<file path="src/rtl/rc_pwm_multi.sv">
// rc_pwm_multi: multi-channel RC servo/ESC pulse generator.
// One shared prescaler/us counter sets the frame; each channel holds a shadow
// width (written by iVALID) and an active width (loaded only at frame start),
// so a pulse never changes length part-way through a frame. A frame-miss
// counter drops every channel to the neutral width when commands stop.
module rc_pwm_multi #(
    parameter int NCH       = 4,
    parameter int VW        = 8,
    parameter int TICK_DIV  = 48,
    parameter int FRAME_US  = 20000,
    parameter int MIN_US    = 1000,
    parameter int MAX_US    = 2000,
    parameter int FS_US     = 1500,
    parameter int SLEW_US   = 0,
    parameter int FS_FRAMES = 25
) (
    input  logic              iCLK,
    input  logic              iRESETn,
    input  logic [NCH*VW-1:0] iVAL,
    input  logic              iVALID,
    input  logic [NCH-1:0]    iEN,
    output logic [NCH-1:0]    oPWM,
    output logic              oFRAME,
    output logic              oFAILSAFE
);

    localparam int PSW  = (TICK_DIV > 1) ? $clog2(TICK_DIV) : 1;
    localparam int UW   = $clog2(FRAME_US);
    localparam int WW   = $clog2(FRAME_US + 1);
    localparam int SPAN = MAX_US - MIN_US;
    localparam int PW   = VW + $clog2(SPAN + 1);
    localparam int MW   = $clog2(FS_FRAMES + 1);

    // The pulse must end inside the frame, otherwise it would merge with the next one.
    generate
        if (MAX_US >= FRAME_US) begin : g_param_check
            $error("rc_pwm_multi: MAX_US must be smaller than FRAME_US");
        end
    endgenerate

    logic [PSW-1:0] presc_q, presc_d;
    logic [UW-1:0]  us_q, us_d;
    logic [MW-1:0]  miss_q, miss_d;
    logic           fs_q, fs_d;
    logic           frame_q, frame_d;
    logic [NCH-1:0] pwm_q, pwm_d;
    logic [WW-1:0]  shadow_q [NCH];
    logic [WW-1:0]  shadow_d [NCH];
    logic [WW-1:0]  active_q [NCH];
    logic [WW-1:0]  active_d [NCH];

    logic tick;
    logic boundary;

    // One step of at most SLEW_US from cur toward tgt.
    function automatic logic [WW-1:0] slew_step(input logic [WW-1:0] cur,
                                                input logic [WW-1:0] tgt);
        logic signed [WW+1:0] diff;
        logic signed [WW+1:0] lim;
        lim  = (WW+2)'(SLEW_US);
        diff = $signed({2'b00, tgt}) - $signed({2'b00, cur});
        if (diff > lim) begin
            diff = lim;
        end else if (diff < -lim) begin
            diff = -lim;
        end
        slew_step = WW'($signed({2'b00, cur}) + diff);
    endfunction

    assign tick     = (presc_q == PSW'(TICK_DIV - 1));
    // Counters sit at zero after reset, so the first cycle out of reset is a boundary too.
    assign boundary = (presc_q == '0) && (us_q == '0);

    // Shared timebase: prescaler to 1 us ticks, us counter spans one frame.
    always_comb begin
        presc_d = tick ? '0 : presc_q + PSW'(1);
        us_d    = us_q;
        if (tick) begin
            us_d = (us_q == UW'(FRAME_US - 1)) ? '0 : us_q + UW'(1);
        end
        frame_d = boundary;
    end

    // Command timeout: boundaries without iVALID count up to failsafe; iVALID wins.
    always_comb begin
        miss_d = miss_q;
        fs_d   = fs_q;
        if (boundary && (miss_q != MW'(FS_FRAMES))) begin
            miss_d = miss_q + MW'(1);
        end
        if (miss_d == MW'(FS_FRAMES)) begin
            fs_d = 1'b1;
        end
        if (iVALID) begin
            miss_d = '0;
            fs_d   = 1'b0;
        end
    end

    // Shadow widths from commands; active widths move only on a frame boundary.
    always_comb begin
        for (int i = 0; i < NCH; i++) begin
            shadow_d[i] = shadow_q[i];
            if (iVALID) begin
                shadow_d[i] = WW'(MIN_US) +
                              WW'((PW'(iVAL[i*VW +: VW]) * PW'(SPAN)) >> VW);
            end
            active_d[i] = active_q[i];
            if (boundary) begin
                if (fs_q) begin
                    active_d[i] = WW'(FS_US);
                end else if (SLEW_US == 0) begin
                    active_d[i] = shadow_q[i];
                end else begin
                    active_d[i] = slew_step(active_q[i], shadow_q[i]);
                end
            end
        end
    end

    // Pulse compare against the active width, gated by the channel enable.
    always_comb begin
        for (int i = 0; i < NCH; i++) begin
            pwm_d[i] = iEN[i] && (WW'(us_q) < active_q[i]);
        end
    end

    // State registers; reset clears outputs at once and restarts the frame.
    always_ff @(posedge iCLK or negedge iRESETn) begin
        if (!iRESETn) begin
            presc_q <= '0;
            us_q    <= '0;
            miss_q  <= '0;
            fs_q    <= 1'b1;
            frame_q <= 1'b0;
            pwm_q   <= '0;
            for (int i = 0; i < NCH; i++) begin
                shadow_q[i] <= WW'(FS_US);
                active_q[i] <= WW'(FS_US);
            end
        end else begin
            presc_q <= presc_d;
            us_q    <= us_d;
            miss_q  <= miss_d;
            fs_q    <= fs_d;
            frame_q <= frame_d;
            pwm_q   <= pwm_d;
            for (int i = 0; i < NCH; i++) begin
                shadow_q[i] <= shadow_d[i];
                active_q[i] <= active_d[i];
            end
        end
    end

    assign oPWM      = pwm_q;
    assign oFRAME    = frame_q;
    assign oFAILSAFE = fs_q;

endmodule

</file>
<file path="config.mk">
export PLATFORM = sky130hd
export DESIGN_NAME = rc_pwm_multi
export DESIGN_NICKNAME = d
export VERILOG_FILES = /design/src/rtl/rc_pwm_multi.sv
export SDC_FILE = /design/constraint.sdc
export NUM_CORES = 1
export LEC_CHECK = 0
export ABC_AREA = 1
export BUFFER_PORTS_ARGS = -buffer_cell sky130_fd_sc_hd__buf_2
export CORE_MARGIN = 2
export CORE_UTILIZATION = 54
export DETAILED_ROUTE_END_ITERATION = 10
export GPL_ROUTABILITY_DRIVEN = 0
export HOLD_SLACK_MARGIN = 0.05
export PLACE_DENSITY = 0.7
export SYNTH_ARGS = -nofsm -noshare
export SYNTH_HDL_FRONTEND = slang
export SYNTH_SLANG_ARGS = --single-unit
</file>
<file path="constraint.sdc">
create_clock -name iCLK -period 3.9 [get_ports iCLK]
set_clock_uncertainty 0.2 [all_clocks]
set_input_delay 0.78 -clock iCLK [delete_from_list [all_inputs] [get_ports iCLK]]
set_output_delay 0.78 -clock iCLK [all_outputs]
set_load 0.005 [all_outputs]
</file>
## Yosys cells after proc, flatten, opt, wreduce, memory -nomap -nowiden

Cells that the tools add are included.

- Latch bits: 0
- RAM bits: 0
- Register bits: 152
- Output and inout port bits: 6
- Memories kept: 0
- Word-level logic and storage cells: 52
- Bits of input ports: 39
- Memory bits (read-only): 0

- Add/subtract/negate cells: 7
- Eq/ne operators: 4
- $lt $le $gt $ge: 4
- Reductions and logical operators: 9
- Shifts and indexed selects: 0
- Multiply operators: 4
- Bitwise gates (word level): 0
- Divide/modulo/power cells: 0
- Mux-type cells: 10

Operators with widths:

| kind | count |
|---|---|
| 15-bit two-way mux | 5 |
| 15-bit less-than comparator | 4 |
| 8-bit by 7-bit multiplier with 15-bit output, second input constant | 4 |
| 10-bit by 10-bit adder with 11-bit output, first input constant | 4 |
| 15-bit by 1-bit adder with 15-bit output, second input constant | 1 |
| 15-bit == test, second input constant | 1 |
| 15-bit logical NOT | 1 |
| 5-bit two-way mux | 2 |
| 6-bit by 1-bit adder with 6-bit output, second input constant | 1 |
| 6-bit == test, second input constant | 1 |
| 1-bit logical AND | 6 |
| 6-bit logical NOT | 1 |
| 6-bit two-way mux | 1 |
| 5-bit by 1-bit adder with 5-bit output, second input constant | 1 |
| 5-bit == test, second input constant | 1 |
| 5-bit inequality test, second input constant | 1 |
| 1-bit two-way mux | 2 |
| 2-bit nonzero test | 1 |

## Depth between registers and ports, before layout

- Depth in word-level cells: 7
- Gate-level depth with buffers: 22
- Depth with buffers taken out: 22

## Worst setup path before layout

No wires, ideal clock.

- Path type: input to register
- Start point: input iVAL[25]
- End point: register shadow_q[9] in the netlist's numbering
- Setup time: 118 ps
- Arrival: 4,441 ps
- Required time: 3,582 ps
- Stages: 20
- Slack: -859 ps
- Buffers on the path: 0
- Cell sequence: fa_1 inv_1 fa_1 fa_1 inv_1 fa_1 ha_1 nand2_1 nor2_1 nand2_1 nand3_1 nand2_1 nand2_1 inv_1 ha_1 nand3b_1 nor2_1 nand3_1 nand3_1 nand2_1

- Word-level cells in the longest chain between the ends: 2

Ends and longest elaborated chain:

| what | line | source |
|---|---|---|
| from (decl) | 19 | `input logic [NCH*VW-1:0] iVAL,` |
| 8-bit by 7-bit multiplier with 15-bit output | 106 | `WW'((PW'(iVAL[i*VW +: VW]) * PW'(SPAN)) >> VW);` |
| 10-bit by 10-bit adder with 11-bit output | 105 | `shadow_d[i] = WW'(MIN_US) +` |
| to (signal, indexed assignment) | 138 | `shadow_q[i] <= WW'(FS_US);` |
| to (signal, indexed assignment) | 149 | `shadow_q[i] <= shadow_d[i];` |
| to (decl) | 47 | `logic [WW-1:0] shadow_q [NCH];` |

No other way between the ends.
A chain may end at the register's enable or synchronous reset.

## Worst setup path in the final report

Same ends and word-level chain as after synthesis.

==> impl_metrics.json <==
{
  "ant_nets": 0,
  "die_w_um": 155,
  "cts_buffers": 17,
  "cp_common_cell": "fa_1",
  "synth_edf_count": 0,
  "power.density_nw_per_um2": 835,
  "clkLatencyLatePin_ns": 0.41,
  "root_buffer": "clkbuf_16",
  "start_util": 0.545,
  "area_growth_pct": 31.3,
  "fp.dieH_um": 155,
  "slew-limit-headroom": 0.519,
  "wl_um": 28200,
  "ir_worst_vdd_uv": 414,
  "syn_inst": 1543,
  "grt_pass1_vias": 10723,
  "startpoint_type": "primary input",
  "avgRoutedWirePerCell_um": 13.6,
  "rows": 55,
  "cts.sinks": 120,
  "setup_viol": 30,
  "async_flop_share": 1.00,
  "h-tree-depth": 4,
  "cp_data_required_time_ns": 4.01,
  "drc": 0,
  "violations": "setup timing",
  "nFillCells": 1728,
  "max_freq_mhz": 227,
  "nets": 2082,
  "drtIter0Drc": 492,
  "syn_avg_cell_area_um2": 7.95,
  "rsz0062_at_grt": "yes",
  "io_buffers": 44,
  "slew_viol_final": 0,
  "ys_seq_area_frac": 0.251,
  "track_usage": 0.238,
  "worst_pin_slew_ns": 0.721,
  "vias_per_cell": 5.17,
  "core-area_um2": 22500,
  "tritoncts": "built",
  "grt_pass1_wl_um": 47400,
  "vias": 10691,
  "drive_gt1_frac": 0.324,
  "max_cap_violations": 0,
  "status": "finished, violations left",
  "finalCriticalPeriod_ns": 4.41,
  "crit_chain": "buf_8 -> fa_1 -> inv_1 -> fa_1 -> fa_1 -> inv_1 -> fa_1 -> ha_4 -> nand2_4 -> nor2_4 -> nand2_2 -> nand3_2 -> nand2_1 -> nand2_2 -> inv_2 -> ha_4 -> nand3b_1 -> nor2_2 -> nand3_1 -> nand3_1 -> nand2_1",
  "cp-end-kind": "flop",
  "ys_warn_count": 0,
  "setup_ws_ns": -0.515,
  "overflow": 0,
  "register_area_um2": 3070,
  "slowest_stage": "fa_1",
  "tns_ns": -8.53,
  "ys_types": 44,
  "dp_slack_ns": -1.06,
  "cellLeakagePower_nw": 8.39,
  "dpl.hpwl_um": 20300,
  "max_stage_delay_ns": 0.53,
  "worst-path-max-fanout": 4,
  "worstPathArrival_ns": 4.52,
  "path_buf_inv": 4,
  "ys_ff_latch": 120,
  "hold_class": "primary input to async pin",
  "cts.clk_slew.worst_paths_ns": 0.05,
  "crit_family": "adder cells",
  "multi_input_area_um2": 9050,
  "ctsLongestPathBuffers": 2,
  "syn_area_um2": 12300,
  "io_pins": 45,
  "grt_max_degree": 65,
  "dr.pass1.iters": 5,
  "die_area_um2": 23900,
  "crit_type": "primary input to flop",
  "n_antenna_cell": 0,
  "finalHoldViolCount": 0,
  "finalCritPeriodShare": 1.13,
  "synth_ff_type": "dfrtp_1",
  "antenna_found_initial": 0,
  "synthesis.nets": 1855
}
repair_timing:
action | CTS | global route
endpoints found under the setup margin | 31 | 36
buffers inserted | 22 | 9
gates resized for setup | 136 | 148
pin swaps | 92 | 91
hold buffers | 0 | 0
registers in the layout, summed over array words and instances, names as in the netlist:
| signal | count |
|---|---|
| shadow_q | 44 |
| oPWM | 4 |
| oFAILSAFE | 1 |
| oFRAME | 1 |
| us_q | 15 |
| presc_q | 6 |
| active_q | 44 |
| miss_q | 5 |
Yosys cell counts, drive strengths merged (4+ instances only):
cell / n / share of area
nand2: 346 / 0.11
inv: 307 / 0.094
ha: 192 / 0.20
o21ai: 117 / 0.048
nand3: 92 / 0.040
nor2: 89 / 0.030
fa: 81 / 0.13
dfrtp: 63 / 0.13
dfstp: 57 / 0.12
a21oi: 47 / 0.019
nand4: 23 / 0.013
nor3: 20 / 0.0099
xnor2: 20 / 0.014
xor2: 17 / 0.012
clkbuf: 16 / 0.0049
a31oi: 12 / 0.0061
buf: 7 / 0.0030
o21bai: 6 / 0.0037
nand3b: 5 / 0.0031
a2111oi: 4 / 0.0029
a21o: 4 / 0.0024
per-stage QoR:
stage | power, mW | hold slack (ns) | std cells | util | cell area (µm²)
2_1_floorplan | 6.87 | 0.241 | 1543 | - | 12500
3_3_place_gp | 9.36 | 0.251 | 2019 | 0.636 | 14300
3_5_place_dp | 9.50 | 0.257 | 2019 | 0.636 | 14300
4_1_cts | 12.5 | 0.237 | 2068 | 0.693 | 15600
5_1_grt | 14.6 | 0.278 | 2068 | 0.716 | 16100
6_report | 13.4 | 0.217 | 2068 | 0.716 | 16100
cell type report:
class / instances / share of cell area
Multi-Input combinational cell: 1091 / 0.562
Sequential cell: 120 / 0.191
Timing Repair Buffer: 231 / 0.112
Inverter: 309 / 0.0729
Clock buffer: 25 / 0.0321
Tap cell: 285 / 0.0221
Clock inverter: 7 / 0.00839
power breakdown:
| group | switching, mW | internal [mW] | total [mW] |
|---|---|---|---|
| clock | 0.538 | 1.17 | 1.71 |
| sequential | 0.180 | 1.84 | 2.02 |
| combinational | 5.14 | 4.58 | 9.72 |
| total | 5.86 | 7.59 | 13.4 |
kinds of logic (layout without fill, tap and decap cells):
| kind of cell | after synthesis | after routing | share of synthesized area |
|---|---|---|---|
| buf+inv | 332 | 572 | 0.103 |
| flops | 120 | 120 | 0.251 |
| fa+ha+maj | 273 | 273 | 0.328 |
| simple gates | 582 | 582 | 0.205 |
| compound gates | 199 | 199 | 0.0878 |
| xor+xnor | 37 | 37 | 0.0264 |
metal layers:
metal | vias up | part of all wire | track usage
met5 | - | 0 | 0
met4 | 0 | 0.016 | 0.0569
met3 | 39 | 0.028 | 0.0291
met2 | 173 | 0.50 | 0.414
met1 | 5096 | 0.46 | 0.317
li1 | 5383 | - | -
cell usage in the layout, fill, tap and decap left out, types with 29 or more instances in the layout:
cell type	count
fa_1	78
nand3_1	75
inv_1	266
nand2_2	76
nand2_1	249
nor2_1	49
dfstp_2	57
inv_2	35
ha_1	162
a21oi_1	32
dfrtp_1	63
o21ai_0	77
buf_4	178
ha_4	29
buf_2	31
o21ai_1	33
path summary, 6_finish.rpt:
kind	slack (ns)	end	cells past startpoint	from
max	-0.51	shadow_q[9]	21	iVAL[25]
min	0.22	shadow_q[15]	1	iRESETn
max reg2reg	1.29	oFAILSAFE	12	us_q[0]
min reg2reg	0.26	shadow_q[53]	2	shadow_q[53]
max in group asynchronous	2.46	shadow_q[36]	2	iRESETn
min in group iCLK	0.26	shadow_q[53]	2	shadow_q[53]
Power figures use the tool's default switching activity.
